<file path="config.mk">
export PLATFORM = sky130hd
export DESIGN_NAME = wb_initiator
export DESIGN_NICKNAME = d
export VERILOG_FILES = /design/src/rtl/wb_initiator.sv
export SDC_FILE = /design/constraint.sdc
export NUM_CORES = 1
export LEC_CHECK = 0
export CELL_PAD_IN_SITES_DETAIL_PLACEMENT = 1
export CELL_PAD_IN_SITES_GLOBAL_PLACEMENT = 1
export CORE_UTILIZATION = 29
export CTS_CLUSTER_DIAMETER = 60
export DETAILED_ROUTE_END_ITERATION = 8
export GPL_TIMING_DRIVEN = 1
export PLACE_DENSITY_LB_ADDON = 0.3
export REMOVE_ABC_BUFFERS = 1
export SLEW_MARGIN = 15
export SYNTH_ARGS = -nofsm -noshare
export SYNTH_HDL_FRONTEND = slang
export SYNTH_SLANG_ARGS = --single-unit
</file>
<file path="constraint.sdc">
create_clock -name wb_clk_i -period 3.6 [get_ports wb_clk_i]
set_input_delay 0.72 -clock wb_clk_i [delete_from_list [all_inputs] [get_ports wb_clk_i]]
set_output_delay 0.72 -clock wb_clk_i [all_outputs]
set_load 0.02 [all_outputs]
</file>
<file path="src/rtl/wb_initiator.sv">
// Wishbone classic-cycle initiator.
// Turns single-beat host commands (valid/ready) into one bus cycle each and
// returns the read data, or an all-ones word with an error flag when no ack
// arrives in time. After every response it waits for the slave to release
// ack before taking the next command. This keeps a slave that holds ack for
// a few cycles after stb drops from completing the following cycle early.
module wb_initiator #(
  parameter int unsigned TIMEOUT     = 64,
  parameter logic [3:0]  SEL_DEFAULT = 4'hF
) (
  input  logic        wb_clk_i,
  input  logic        wb_rst_i,
  // host command port
  input  logic        cmd_valid,
  output logic        cmd_ready,
  input  logic        cmd_we,
  input  logic [31:0] cmd_adr,
  input  logic [31:0] cmd_dat,
  // host response port
  output logic        rsp_valid,
  input  logic        rsp_ready,
  output logic [31:0] rsp_dat,
  output logic        rsp_err,
  // wishbone master port
  output logic [31:0] wbm_adr_o,
  output logic [31:0] wbm_dat_o,
  input  logic [31:0] wbm_dat_i,
  output logic        wbm_we_o,
  output logic [3:0]  wbm_sel_o,
  output logic        wbm_cyc_o,
  output logic        wbm_stb_o,
  input  logic        wbm_ack_i,
  output logic        busy
);

  typedef enum logic [1:0] {
    IDLE  = 2'd0,
    BUS   = 2'd1,
    RESP  = 2'd2,
    DRAIN = 2'd3
  } state_t;

  // Last timer value before giving up. The timer clears on entry to BUS and
  // to DRAIN, so reaching this value means TIMEOUT cycles spent in the state.
  localparam logic [15:0] TIMER_LAST = 16'(TIMEOUT - 1);

  state_t      state_q;
  logic [15:0] timer_q;
  logic [15:0] timer_d;
  logic        timer_done;
  logic        cmd_ready_q;
  logic        busy_q;
  logic        rsp_valid_q;
  logic [31:0] rsp_dat_q;
  logic        rsp_err_q;
  logic [31:0] wbm_adr_q;
  logic [31:0] wbm_dat_q;
  logic        wbm_we_q;
  logic        wbm_cyc_q;
  logic        wbm_stb_q;

  // Saturating timer increment and the "out of patience" flag.
  always_comb begin
    timer_d    = (timer_q == 16'hFFFF) ? timer_q : timer_q + 16'd1;
    timer_done = (timer_q == TIMER_LAST);
  end

  // Control FSM; all host and bus outputs are registered here.
  always_ff @(posedge wb_clk_i or posedge wb_rst_i) begin
    if (wb_rst_i) begin
      state_q     <= IDLE;
      timer_q     <= 16'd0;
      cmd_ready_q <= 1'b1;
      busy_q      <= 1'b0;
      rsp_valid_q <= 1'b0;
      rsp_dat_q   <= 32'd0;
      rsp_err_q   <= 1'b0;
      wbm_adr_q   <= 32'd0;
      wbm_dat_q   <= 32'd0;
      wbm_we_q    <= 1'b0;
      wbm_cyc_q   <= 1'b0;
      wbm_stb_q   <= 1'b0;
    end else begin
      case (state_q)
        IDLE: begin
          if (cmd_valid && cmd_ready_q) begin
            wbm_adr_q   <= cmd_adr;
            wbm_dat_q   <= cmd_dat;
            wbm_we_q    <= cmd_we;
            wbm_cyc_q   <= 1'b1;
            wbm_stb_q   <= 1'b1;
            timer_q     <= 16'd0;
            cmd_ready_q <= 1'b0;
            busy_q      <= 1'b1;
            state_q     <= BUS;
          end
        end

        BUS: begin
          if (wbm_ack_i) begin
            rsp_dat_q   <= wbm_dat_i;
            rsp_err_q   <= 1'b0;
            rsp_valid_q <= 1'b1;
            wbm_cyc_q   <= 1'b0;
            wbm_stb_q   <= 1'b0;
            wbm_we_q    <= 1'b0;
            state_q     <= RESP;
          end else if (timer_done) begin
            rsp_dat_q   <= 32'hFFFF_FFFF;
            rsp_err_q   <= 1'b1;
            rsp_valid_q <= 1'b1;
            wbm_cyc_q   <= 1'b0;
            wbm_stb_q   <= 1'b0;
            wbm_we_q    <= 1'b0;
            state_q     <= RESP;
          end else begin
            timer_q <= timer_d;
          end
        end

        RESP: begin
          if (rsp_ready) begin
            rsp_valid_q <= 1'b0;
            timer_q     <= 16'd0;
            state_q     <= DRAIN;
          end
        end

        DRAIN: begin
          if (!wbm_ack_i || timer_done) begin
            cmd_ready_q <= 1'b1;
            busy_q      <= 1'b0;
            state_q     <= IDLE;
          end else begin
            timer_q <= timer_d;
          end
        end

        default: begin
          state_q     <= IDLE;
          cmd_ready_q <= 1'b1;
          busy_q      <= 1'b0;
          rsp_valid_q <= 1'b0;
          wbm_cyc_q   <= 1'b0;
          wbm_stb_q   <= 1'b0;
          wbm_we_q    <= 1'b0;
        end
      endcase
    end
  end

  assign cmd_ready = cmd_ready_q;
  assign busy      = busy_q;
  assign rsp_valid = rsp_valid_q;
  assign rsp_dat   = rsp_dat_q;
  assign rsp_err   = rsp_err_q;
  assign wbm_adr_o = wbm_adr_q;
  assign wbm_dat_o = wbm_dat_q;
  assign wbm_we_o  = wbm_we_q;
  assign wbm_cyc_o = wbm_cyc_q;
  assign wbm_stb_o = wbm_stb_q;
  assign wbm_sel_o = SEL_DEFAULT;

endmodule

</file>
==> PnR_summary.wiki <==
{| class="wikitable"
! Metric !! Value
|-
| Status || finished clean
|-
| Diode insertion count for antenna repair || 0
|-
| Placed cell area || 7330 um2
|-
| Proportion of layout cells with a drive suffix above 1 || 8.20%
|-
| HPWL after DPL || 11400 um
|-
| Layout Utilization || 46.0%
|-
| Worst-case vdd ir drop || 0.311 mV
|-
| Total detailed-routing wirelength || 16000 um
|-
| Netlist Area Pre-Place || 5120 um2
|-
| Hold path endpoint || wbm_dat_o[24]
|-
| Path length in cells of the critical path || 6
|-
| Maximum capacitance violations || 0
|-
| Die area || 18200 um2
|-
| Detailed-route wire length per cell || 16.7 um
|-
| Layer with the highest usage || met2
|-
| # placed instances || 925
|-
| Final Power || 3.43 mW
|-
| Min cycle time layout || 2.68 ns
|-
| Combined area of the multi-input logic cells || 1920 um2
|-
| # fillers || 1949
|-
| Number of placement rows || 48
|-
| PwrDens || 431 nW/um2
|-
| Clock-pin transition on the worst setup and hold timing paths || 0.06 ns
|-
| Most area-consuming cells after synthesis || sky130_fd_sc_hd__dfrtp_1 (58%), sky130_fd_sc_hd__nand2_1 (15%), sky130_fd_sc_hd__o22a_1 (6.5%)
|-
| Die Y || 135 um
|-
| Leading area contributor after synthesis || sky130_fd_sc_hd__dfrtp_1
|-
| Unrepaired setup endpoints after global routing || false
|-
| Source-to-sink clock delay at the later pin of the worst-skew pair || 0.41 ns
|-
| Final antenna-violating net count || 0
|-
| Maximum number of pins on one net before global-route repair || 66
|-
| H-Tree Level Count || 4
|-
| CORE AREA || 17300 um2
|-
| Max transition margin || 44.1%
|-
| Number of buffers on the longest clock path || 2
|-
| First-pass GRT wire length || 25800 um
|-
| Synthesized area per cell || 9.87 um2
|-
| Vias || 4531
|-
| Iteration count of the initial detailed-routing pass || 4
|-
| I/O pin count || 209
|-
| Number of flops mapped to enable cells by yosys || 0
|-
| Number of non-filler instances in the completed layout || 957
|-
| CTS buffer count || 17
|-
| Number of unique standard cell types used by synthesis || 51
|-
| Congestion Overflow GR || 0
|-
| WP data arrival || 2.98 ns
|-
| Area taken by flip-flops and latches || 3000 um2
|-
| CP peak stage delay || 0.53 ns
|-
| Category of the worst setup path capture point || flip-flop
|-
| Worst slack at placement || 0.551 ns
|-
| Remaining routing DRC violations || 0
|-
| Synth top cells by count || sky130_fd_sc_hd__nand2_1 (210), sky130_fd_sc_hd__dfrtp_1 (119), sky130_fd_sc_hd__o22a_1 (38)
|-
| Via density || 4.73
|-
| Met3 global-route usage || 9.12%
|-
| Path depth of the worst reg2reg path || 7
|-
| Resize count post-CTS || 0
|-
| Total global-route track usage || 18.4%
|-
| Synth warnings || 0
|-
| Sequence of cells on the critical path || clkdlybuf4s50_1 -> a21boi_0 -> nor3_2 -> nand4_2 -> or2_2 -> o41ai_1
|-
| Vias in the first global route || 4936
|-
| Register area share after synthesis || 58.6%
|-
| Worst flop-to-flop path startpoint || state_q[0]
|-
| Count leader, synth || sky130_fd_sc_hd__nand2_1
|-
| Buffers & Inverters on Critical Path || 1
|-
| Worst endpoint required time || 3.90 ns
|-
| Max-slew violations || 0
|-
| GR met1 Demand/Resource || 19.6%
|-
| Largest clock skew in the final design || 0.00656 ns
|-
| Post-route fraction of the period consumed by the critical path || 74.6%
|-
| Beginning of the worst hold path || wbm_dat_o[24]
|-
| Depth of the worst hold-timing path || 2
|-
| GR met2 Demand/Resource || 31.1%
|-
| Async set or reset register ratio after synthesis || 100%
|-
| Class of the most critical setup path || primary input to flip-flop
|-
| Cts hold-fix bufs || 0
|-
| R2R Setup Slk || 1.02 ns
|-
| Post-route design area || 7960 um2
|-
| Highest clock frequency the design can meet || 373 MHz
|-
| Startpoint type of the worst setup path || primary input
|-
| Count of input and output buffers || 204
|-
| P_leak || 3.59 nW
|-
| Total Nets Final || 827
|-
| Fraction of post-synthesis cell area in the top cell type by area || 58.1%
|-
| Number of hold-slack violations in the final timing report || 0
|-
| Synthesized instance count || 519
|-
| Synthesized flop and latch total || 120
|-
| Clock sink count || 120
|-
| Root Driver || sky130_fd_sc_hd__clkbuf_16
|-
| Commonest register cell after synthesis || sky130_fd_sc_hd__dfrtp_1
|-
| Setup Viol. Count Final || 0
|-
| Worst-margin pin slew || 0.839 ns
|-
| Cell family contributing the most delay on the critical path || simple AND/OR/NAND/NOR gates
|-
| CP max FO || 12
|-
| Buffers inserted during post-CTS setup optimization || 0
|-
| TritonCTS clock tree || yes
|-
| Number of antenna violations at the first check in global routing || 0
|-
| Reg-to-reg endpoint || timer_q[15]
|-
| Number of design-rule violations left by the first detailed-router iteration || 154
|-
| Weighted congestion reported at the end of routability-driven placement || 0.797
|-
| Initial Util || 29.6%
|-
| Die W || 135 um
|-
| Min-Delay Path Class || flip-flop to flip-flop
|-
| Crit path setup slack, layout || 0.916 ns
|-
| CP max stage cell || sky130_fd_sc_hd__clkdlybuf4s50_1
|-
| Layout overhead on the synthesized area || 55.4%
|}
[worst register-to-register path: stages (launching register included)]
cell and delay [ns]:
sky130_fd_sc_hd__dfrtp_1 0.38, sky130_fd_sc_hd__inv_1 0.10, sky130_fd_sc_hd__ha_1 0.27, sky130_fd_sc_hd__a21boi_0 0.22, sky130_fd_sc_hd__nor3_2 0.36, sky130_fd_sc_hd__nand4_2 0.38
sky130_fd_sc_hd__or2_2 0.45, sky130_fd_sc_hd__o41ai_1 0.31
[flip-flops by register name (all words and copies together) (netlist names)]
| register | count |
|---|---|
| wbm_we_o | 1 |
| state_q | 2 |
| timer_q | 16 |
| rsp_valid | 1 |
| cmd_ready | 1 |
| wbm_adr_o | 32 |
| rsp_err | 1 |
| wbm_dat_o | 32 |
| wbm_stb_o | 1 |
| rsp_dat | 32 |
| busy | 1 |
[cells by family (layout without fill, tap and decap cells)]
kind of cell,count (synthesis),count (layout),share of synthesized area (%)
mux,2,2,0.415
flops,120,120,58.6
other cells,1,4,0.0732
buf+inv,39,249,4.35
simple gates,271,271,23.1
fa+ha+maj,6,6,1.46
compound gates,80,80,12.0
[cells in the final DEF, fill, tap and decap left out, drive strengths merged, types with 3 or more instances in the layout]
cell / Yosys / final
a21o: 3 / 3
a21oi: 5 / 5
and3: 3 / 3
buf: 20 / 7
bufinv: 0 / 4
clkbuf: 13 / 21
clkdlybuf4s50: 0 / 204
clkinv: 0 / 4
conb: 1 / 4
dfrtp: 119 / 119
ha: 6 / 6
inv: 6 / 8
nand2: 211 / 211
nand3: 8 / 8
nand4: 6 / 6
nor2: 15 / 15
nor3: 7 / 7
nor3b: 3 / 3
nor4: 7 / 7
o21ai: 18 / 18
o22a: 39 / 39
o31ai: 4 / 4
o41ai: 3 / 3
[how the worst max path moves through the flow]
| stage | endpoint | start |
|---|---|---|
| global route | timer_q[15] | cmd_valid |
| CTS | timer_q[15] | cmd_valid |
| detailed placement | timer_q[15] | cmd_valid |
| floorplan | busy | wb_rst_i |
| global placement | timer_q[15] | cmd_valid |
| finish | timer_q[15] | cmd_valid |
[stage by stage]
stage               hold WS [ns]  setup TNS [ns]
finish                     0.471               0
global route               0.499               0
CTS                        0.477               0
detailed placement         0.462               0
global placement           0.457               0
floorplan                  0.480          -36.20
[cell type report]
type                    instances  area share [%]
clock inverters                11            2.12
clock buffers                  21            5.78
flip-flops and latches        120            37.7
multi-input cells             363            24.1
repair buffers                211            26.5
inverters                       6           0.314
well taps                     225            3.54
[routing by layer]
| layer | up-vias | share of wire [%] |
|---|---|---|
| met3 | 19 | 11 |
| met2 | 157 | 50 |
| li1 | 2137 | - |
| met1 | 2218 | 38 |
| met4 | 0 | 1.6 |
| met5 | - | 0 |
[power breakdown]
group	switching, mW	internal (mW)	total [mW]
sequential	0.0102	1.37	1.38
combinational	0.0870	0.147	0.234
clock	0.623	1.20	1.82
No activity file was read; power rests on OpenSTA's default activity.
